`config.mk`:
```
export PLATFORM = sky130hd
export DESIGN_NAME = pwm_multi_channel
export DESIGN_NICKNAME = d
export VERILOG_FILES = /design/src/rtl/pwm_multi_channel.sv
export SDC_FILE = /design/constraint.sdc
export NUM_CORES = 1
export LEC_CHECK = 0
export ABC_AREA = 1
export BUFFER_PORTS_ARGS = -buffer_cell sky130_fd_sc_hd__clkbuf_2
export CAP_MARGIN = 15
export CORE_MARGIN = 2
export CORE_UTILIZATION = 55
export CTS_BUF_LIST = sky130_fd_sc_hd__clkbuf_2
export DETAILED_ROUTE_END_ITERATION = 8
export PLACE_DENSITY = 0.84
export SLEW_MARGIN = 20
export SYNTH_ARGS = -nofsm -noshare
export SYNTH_HDL_FRONTEND = slang
export SYNTH_SLANG_ARGS = --single-unit
```
`constraint.sdc`:
```
create_clock -name clk -period 3.3 [get_ports clk]
set_input_delay 0.495 -clock clk [delete_from_list [all_inputs] [get_ports clk]]
set_output_delay 0.495 -clock clk [all_outputs]
set_load 0.02 [all_outputs]
```
`src/rtl/pwm_multi_channel.sv`:
```
// rtl/pwm_multi_channel.sv - multi-channel PWM generator with shadowed duty and shared period counter
//
// All channels share one prescaled period counter. The counter runs edge-aligned
// (saw-tooth) or center-aligned (triangle). Duty values are captured into a shadow
// register and only become active at a period boundary, so updates never glitch
// an output mid-period.
//
// Ports:
//   clk, rst       system clock, asynchronous active-high reset
//   enable         run/stop; low holds counter at 0 and outputs at their inactive level
//   top            period top value, taken at each period boundary
//   prescale       counter advances every prescale+1 clocks (used live)
//   center_mode    0 = edge-aligned, 1 = center-aligned; taken at each period boundary
//   polarity       per-channel output inversion (1 = active-low)
//   duty_in        flat duty bus, channel i at [i*RESOLUTION +: RESOLUTION]
//   duty_load      one-clock strobe capturing duty_in into the shadow register
//   load_pending   shadow holds values not yet active
//   period_start   one-clock pulse on the clock after each period boundary
//   pwm_out        registered PWM outputs

module pwm_multi_channel #(
    parameter int RESOLUTION = 8,
    parameter int CHANNELS   = 4,
    parameter int PRESCALE_W = 8
) (
    input  logic                           clk,
    input  logic                           rst,
    input  logic                           enable,
    input  logic [RESOLUTION-1:0]          top,
    input  logic [PRESCALE_W-1:0]          prescale,
    input  logic                           center_mode,
    input  logic [CHANNELS-1:0]            polarity,
    input  logic [CHANNELS*RESOLUTION-1:0] duty_in,
    input  logic                           duty_load,
    output logic                           load_pending,
    output logic                           period_start,
    output logic [CHANNELS-1:0]            pwm_out
);

    localparam logic [RESOLUTION-1:0] CNT_ONE   = RESOLUTION'(1);
    localparam logic [PRESCALE_W-1:0] PRESC_ONE = PRESCALE_W'(1);

    logic [PRESCALE_W-1:0]          r_presc_cnt;
    logic [RESOLUTION-1:0]          r_counter;
    logic                           r_dir_down;
    logic [RESOLUTION-1:0]          r_top_act;
    logic                           r_mode_act;
    logic [CHANNELS*RESOLUTION-1:0] r_shadow;
    logic [CHANNELS*RESOLUTION-1:0] r_duty_act;
    logic                           r_load_pending;
    logic                           r_period_start;
    logic [CHANNELS-1:0]            r_pwm;

    logic                           w_tick;
    logic [RESOLUTION-1:0]          w_cnt_next;
    logic                           w_dir_next;
    logic                           w_boundary;
    logic [CHANNELS-1:0]            w_raw;

    // Equality compare: if prescale shrinks below the running count, the count
    // wraps through 2^PRESCALE_W rather than ticking early.
    assign w_tick = (r_presc_cnt == prescale);

    // Next counter value and direction for a tick; w_boundary marks the tick
    // that returns the counter to 0 and closes a period.
    always_comb begin
        w_cnt_next = r_counter;
        w_dir_next = r_dir_down;
        w_boundary = 1'b0;
        if (r_top_act == '0) begin
            w_cnt_next = '0;
            w_dir_next = 1'b0;
            w_boundary = 1'b1;
        end else if (!r_mode_act) begin
            if (r_counter >= r_top_act) begin
                w_cnt_next = '0;
                w_dir_next = 1'b0;
                w_boundary = 1'b1;
            end else begin
                w_cnt_next = r_counter + CNT_ONE;
            end
        end else if (!r_dir_down && (r_counter < r_top_act)) begin
            w_cnt_next = r_counter + CNT_ONE;
        end else if (r_counter <= CNT_ONE) begin
            // Down-count reaching 0 (or top_act==1 turning at the peak) ends the period.
            w_cnt_next = '0;
            w_dir_next = 1'b0;
            w_boundary = 1'b1;
        end else begin
            w_cnt_next = r_counter - CNT_ONE;
            w_dir_next = 1'b1;
        end
    end

    always_comb begin
        w_raw = '0;
        for (int i = 0; i < CHANNELS; i++) begin
            w_raw[i] = (r_counter < r_duty_act[i*RESOLUTION +: RESOLUTION]);
        end
    end

    always_ff @(posedge clk or posedge rst) begin
        if (rst) begin
            r_presc_cnt    <= '0;
            r_counter      <= '0;
            r_dir_down     <= 1'b0;
            r_top_act      <= '0;
            r_mode_act     <= 1'b0;
            r_shadow       <= '0;
            r_duty_act     <= '0;
            r_load_pending <= 1'b0;
            r_period_start <= 1'b0;
            r_pwm          <= '0;
        end else begin
            if (!enable) begin
                // Idle: configuration tracks the inputs so the first enabled
                // period starts with current values.
                r_presc_cnt    <= '0;
                r_counter      <= '0;
                r_dir_down     <= 1'b0;
                r_period_start <= 1'b0;
                r_top_act      <= top;
                r_mode_act     <= center_mode;
                r_duty_act     <= r_shadow;
                r_load_pending <= 1'b0;
                r_pwm          <= polarity;
            end else begin
                r_period_start <= 1'b0;
                r_pwm          <= w_raw ^ polarity;
                if (w_tick) begin
                    r_presc_cnt <= '0;
                    r_counter   <= w_cnt_next;
                    r_dir_down  <= w_dir_next;
                    if (w_boundary) begin
                        r_period_start <= 1'b1;
                        r_top_act      <= top;
                        r_mode_act     <= center_mode;
                        if (r_load_pending) begin
                            r_duty_act     <= r_shadow;
                            r_load_pending <= 1'b0;
                        end
                    end
                end else begin
                    r_presc_cnt <= r_presc_cnt + PRESC_ONE;
                end
            end
            // A load coinciding with a boundary lets the boundary take the old
            // shadow while the new value stays pending for the next one.
            if (duty_load) begin
                r_shadow       <= duty_in;
                r_load_pending <= 1'b1;
            end
        end
    end

    assign load_pending = r_load_pending;
    assign period_start = r_period_start;
    assign pwm_out      = r_pwm;

endmodule

```
After elaboration in Yosys (flattened, before gate mapping) --
Cells that the tools add are included.
Operators by class: mux-type cells 39, bitwise logic cells 1, add/sub/neg operators 3, order comparisons 7, reductions and logical operators 7, equality and inequality tests 8
Operators with widths (number):
- $mux W32 | 4
- $mux W8 | 12
- $lt A8 B8 Y1 | 5
- $mux W1 | 22
- $add A8 B1 Y8 const B | 2
- $eq A8 B8 Y1 | 1
- $ge A8 B8 Y1 | 1
- $le A8 B1 Y1 const B | 1
- $logic_not A8 Y1 | 1
- $sub A8 B1 Y8 const B | 1
- $ne A2 B1 Y1 const B | 3
- $ne A3 B1 Y1 const B | 2
- $reduce_and A3 Y1 | 2
- $mux W4 | 1
- $ne A4 B1 Y1 const B | 1
- $ne A4 B4 Y1 const B | 1
- $reduce_and A2 Y1 | 2
- $xor A4 B4 Y4 | 1
- $logic_and A1 B1 Y1 | 1
- $logic_not A1 Y1 | 1
Storage, ports and cells: input bits 57, output and inout bits 6, logic and storage cells 75, bits in registers 96

Logic depth before layout (Yosys ltp) --
depth in word-level cells 9, mapped depth 15, mapped depth without buffers 15

Worst setup path after synthesis --
No wires, ideal clock.
path kind reg2reg, start point reg r_counter[7], end point reg r_duty_act[0], setup slack 1370 ps, path buffers 1, setup time 117 ps, required time 3183 ps, arrival 1813 ps, cell stages (with the launch flop) 10, clock period less this slack 1930 ps, cell sequence dfrtp_1 > ha_1 > a21o_1 > nor2_2 > nand3_1 > a21oi_2 > nand3_4 > buf_6 > nand4_1 > nand2_1
Between the ends: cells in the longest elaborated chain, start to end 7, elaborated cells on any way between the ends 11, those cells by class order compare (3); eq/ne (1); mux (5); reduce/logical (2)
RTL lines:
- start: declaration | line 44 | logic [RESOLUTION-1:0] r_counter;
- start signal: assignment | line 132 | r_counter <= w_cnt_next;
- $le A8 B1 Y1 / $lt A8 B8 Y1 (equally long branches) | line 84, 82
- $mux W1 / $logic_and A1 B1 Y1 (equally long branches) | line 84, 82
- $mux W1 | line 82 | end else if (!r_dir_down && (r_counter < r_top_act)) begin
- $mux W1 (*) | line 74 | end else if (!r_mode_act) begin
- $mux W1 (*) | line 70 | if (r_top_act == '0) begin
- $ne A2 B1 Y1 (no line) (*)
- $reduce_and A3 Y1 (no line) (*)
- end signal: assignment | line 124 | r_duty_act <= r_shadow;
- end signal: assignment | line 139 | r_duty_act <= r_shadow;
- end: declaration | line 49 | logic [CHANNELS*RESOLUTION-1:0] r_duty_act;
Every way passes the cells marked *; elsewhere a longest branch is shown, timed or not. A chain may end at the register's enable or synchronous reset.

Worst setup path in the final report --
start point reg r_counter[5], end point reg r_top_act[6]
Between the ends: cells in the longest elaborated chain, start to end 7, elaborated cells on any way between the ends 11, those cells by class order compare (3); eq/ne (1); mux (5); reduce/logical (2)
RTL lines:
- $le A8 B1 Y1 / $lt A8 B8 Y1 (equally long branches) | line 84, 82
- $mux W1 / $logic_and A1 B1 Y1 (equally long branches) | line 84, 82
- $mux W1 | line 82
- $mux W1 (*) | line 74
- $mux W1 (*) | line 70
- $ne A2 B1 Y1 (no line) (*)
- $reduce_and A2 Y1 (no line) (*)
- end signal: assignment | line 122 | r_top_act <= top;
- end signal: assignment | line 136 | r_top_act <= top;
- end: declaration | line 46 | logic [RESOLUTION-1:0] r_top_act;
Marks and branches as above.

==> key figures <==
Critical path
  – Worst Path Required: 3.81 ns
  – Setup crit start: r_counter[5]
  – Crit-path max FO: 33
  – Crit-path max cell delay: 0.73 ns
  – Critical path class: reg2reg
  – Worst path slowest cell: dfrtp_1
  – Most common cell type on the critical path: nand2_1
  – Reg-to-reg startpoint: r_counter[5]
  – Worst setup SP type: flop
  – R2R setup slack: 0.69 ns
  – Worst-path cell chain: ha_1, a21oi_1, nor2_1, nor2_2, nand3_1, a21oi_2, nand3_4, nand2_2, nand2_1, nand2_1
  – CP arrival: 3.12 ns
  – Critical R2R Capture: r_top_act[6]
  – Crit end category: flop
  – Worst reg-to-reg path cell count: 10

Yosys
  – Synth Area in XOR/XNOR: 0.0188
  – Post-synthesis simple-gate area fraction: 0.323
  – Post-synthesis sequential area ratio: 0.429
  – Flops & latches, synth: 96
  – Async SR Flop Fraction: 1.00
  – Synth Area in Adders: 0.0894
  – Post-synthesis compound-gate area fraction: 0.0588
  – Yosys top cell area share: 0.429
  – Ys Warns: 0
  – Mapped Cells: 671
  – Ranking of synthesized cells by area: dfrtp_1 (43%), nand2_1 (15%), ha_1 (8.9%), nand3_2 (5.5%), nand4_1 (4.7%)
  – Count of cell types in the netlist: 39
  – Mux cell area share after synthesis: 0
  – Most frequent cells after synthesis: nand2_1 (230), dfrtp_1 (96), inv_1 (60), nand4_1 (42), ha_1 (40)
  – Synth Area per Inst: 8.34 sq um
  – Post-synth top flop: dfrtp_1
  – Synthesized area: 5600 sq um
  – Post-synth EDFFs: 0
  – Syn_nets: 768
  – Largest area contributor in the synthesized netlist: dfrtp_1
  – Top-count cell post-synth: nand2_1
  – Largest family of logic cells by synthesized area: simple AND/OR/NAND/NOR gates

CTS
  – Clock Path Buffers: 2
  – CTS root buf: clkbuf_2
  – Worst-skew pair later-pin latency: 0.56 ns
  – Clock slew at reported path FFs: 0.28 ns
  – Post-CTS Repair Setup Buffers: 0
  – H-tree depth: 3
  – CTS tree: done
  – Total clock sinks: 96
  – Num CTS Buffers: 9

Power and ir drop
  – Power per cell area: 376 nW/um^2
  – Maximum vdd drop: 230 uV
  – Leak: 3.29 nW
  – Design Power: 0.00227 W

Final layout
  – Design area: 6050 sq um
  – Multi-input logic area: 2740 sq um
  – N_diodes: 0
  – Area Overhead vs Synth: 8.16%
  – Nets: 817
  – Fill count: 904
  – Share of cells above drive strength 1: 0.190
  – Reg area: 2400 sq um
  – Fin util: 0.616

Placement
  – IO Port Bufs: 62
  – DP Worst Slack: 0.721 ns
  – RePlAce Congestion: 0.883
  – Post-DP Area: 5930 sq um
  – Post-DP HPWL: 8.19 mm

Outcome
  – Status: completed

STA
  – Worst rel slew slack: 0.318
  – Final Setup Violations: 0
  – Worst clock skew: 0.0468 ns
  – Slack of the critical path: 0.689 ns
  – Final Slew Violations: 0
  – Crit share post-route: 0.791
  – Minimum clock period: 2.61 ns
  – RSZ-0062 raised after global routing: false
  – Count of final hold-check violations: 0
  – Setup tns final: 0 ns
  – Fmax achieved: 383 MHz
  – Least-Margin Pin Slew: 1.02 ns

Worst hold path
  – Worst Hold Launch: top[5]
  – Hold worst-path end: r_top_act[5]
  – Hold Path Depth: 3
  – Hold Crit Class: in2reg

Routing
  – Via Count: 4,489
  – WL final: 11.5 mm
  – Routed vias/inst: 5.23
  – DRT iter0 DRCs: 238
  – WL/cell: 13.4 microns
  – 1st-pass router iterations: 4
  – Routed Antenna Nets: 0
  – DRC: 0

Die
  – Initial Utilization: 0.570
  – Core box area: 9820 sq um
  – Die ar.: 11,000 sq um
  – Io pins: 63
  – FP Rows: 36
  – Die Y: 105 microns
  – Die W: 105 microns

Global route
  – Largest net degree at the start of global routing: 74
  – Initial antenna violation count: 0
  – Total grt overflow: 0
  – Vias in the first global route: 4,446
  – Gr usage total: 0.225
  – First-pass GRT wire length: 20.3 mm

Job
  – Max Cap Violations: 0
==> how the worst max path moves through the flow <==
stage / end / slack [ns]
final: r_top_act[6] / 0.69
after global routing: load_pending / 0.35
after CTS: r_top_act[6] / 0.67
after detailed placement: r_top_act[3] / 0.72
after global placement: load_pending / 0.82
after floorplan: load_pending / 0.30
==> worst max-delay path: cells and delay by family, from the launching register on <==
| kind | cells | cell delay [ns] |
|---|---|---|
| and+or+nand+nor | 7 | 1.10 |
| DFF | 1 | 0.73 |
| AOI/OAI and AO/OA | 2 | 0.39 |
| adders and majority gates | 1 | 0.33 |
==> per-stage QoR <==
step | hold slack [ns] | cells
5_1_grt | 0.0407 | 858
3_3_place_gp | 0.458 | 841
6_report | 0.0918 | 858
4_1_cts | 0.0671 | 858
2_1_floorplan | 0.441 | 671
3_5_place_dp | 0.463 | 841
==> kinds of logic after synthesis <==
family	count (synthesis)
compound gates	57
xor+xnor	12
fa+ha+maj	40
buf+inv	100
flops	96
simple gates	366
==> per-layer routing <==
layer / up-vias / global-route usage / part of all wire
met5: - / 0 / 0
met4: 0 / 0.0495 / 0.0099
met3: 11 / 0.0430 / 0.057
met2: 109 / 0.370 / 0.48
met1: 2086 / 0.310 / 0.45
li1: 2283 / - / -
==> state kept, by name, indices dropped and copies added, names as in the netlist <==
name          cells
r_top_act         8
load_pending      1
r_dir_down        1
period_start      1
r_mode_act        1
pwm_out           4
r_duty_act       32
r_shadow         32
r_presc_cnt       8
r_counter         8
==> repair_timing <==
| item | 4_1_cts | 5_1_grt |
|---|---|---|
| hold buffers | 1 | 0 |
| resized for setup | 0 | 0 |
| hold endpoints to repair | 23 | 0 |
==> final cells by class <==
type                    count  share of cell area
clock buffers               9             0.00744
clock inverters             7              0.0112
inverters                  72              0.0457
multi-input cells         475               0.453
flip-flops and latches     96               0.397
well taps                 133              0.0275
repair buffers             66              0.0587
==> placed cells by master, fill, tap and decap left out, drive strengths merged, types with 2 or more instances in the layout <==
cell type,Yosys,routed
buf,17,3
o21a,3,3
o22ai,7,7
nand4,42,42
xnor2,5,5
o21ai,15,15
a21oi,22,22
clkbuf,11,71
a21boi,4,4
inv,70,71
nand3,46,46
nand2,236,236
nor3,8,8
dfrtp,96,96
a31oi,2,2
or2,6,6
ha,40,40
xor2,7,7
clkinv,2,6
nor2,27,27
==> where the power goes <==
group	internal [W]	total, W	leakage [nW]	switching, W
sequential	0.00127	0.00134	1.22	0.0000647
clock	0.000174	0.000585	0.0678	0.000410
combinational	0.000134	0.000353	2.00	0.000218
total	0.00158	0.00227	3.29	0.000693
Note: power is estimated with default switching activity, not from simulation.
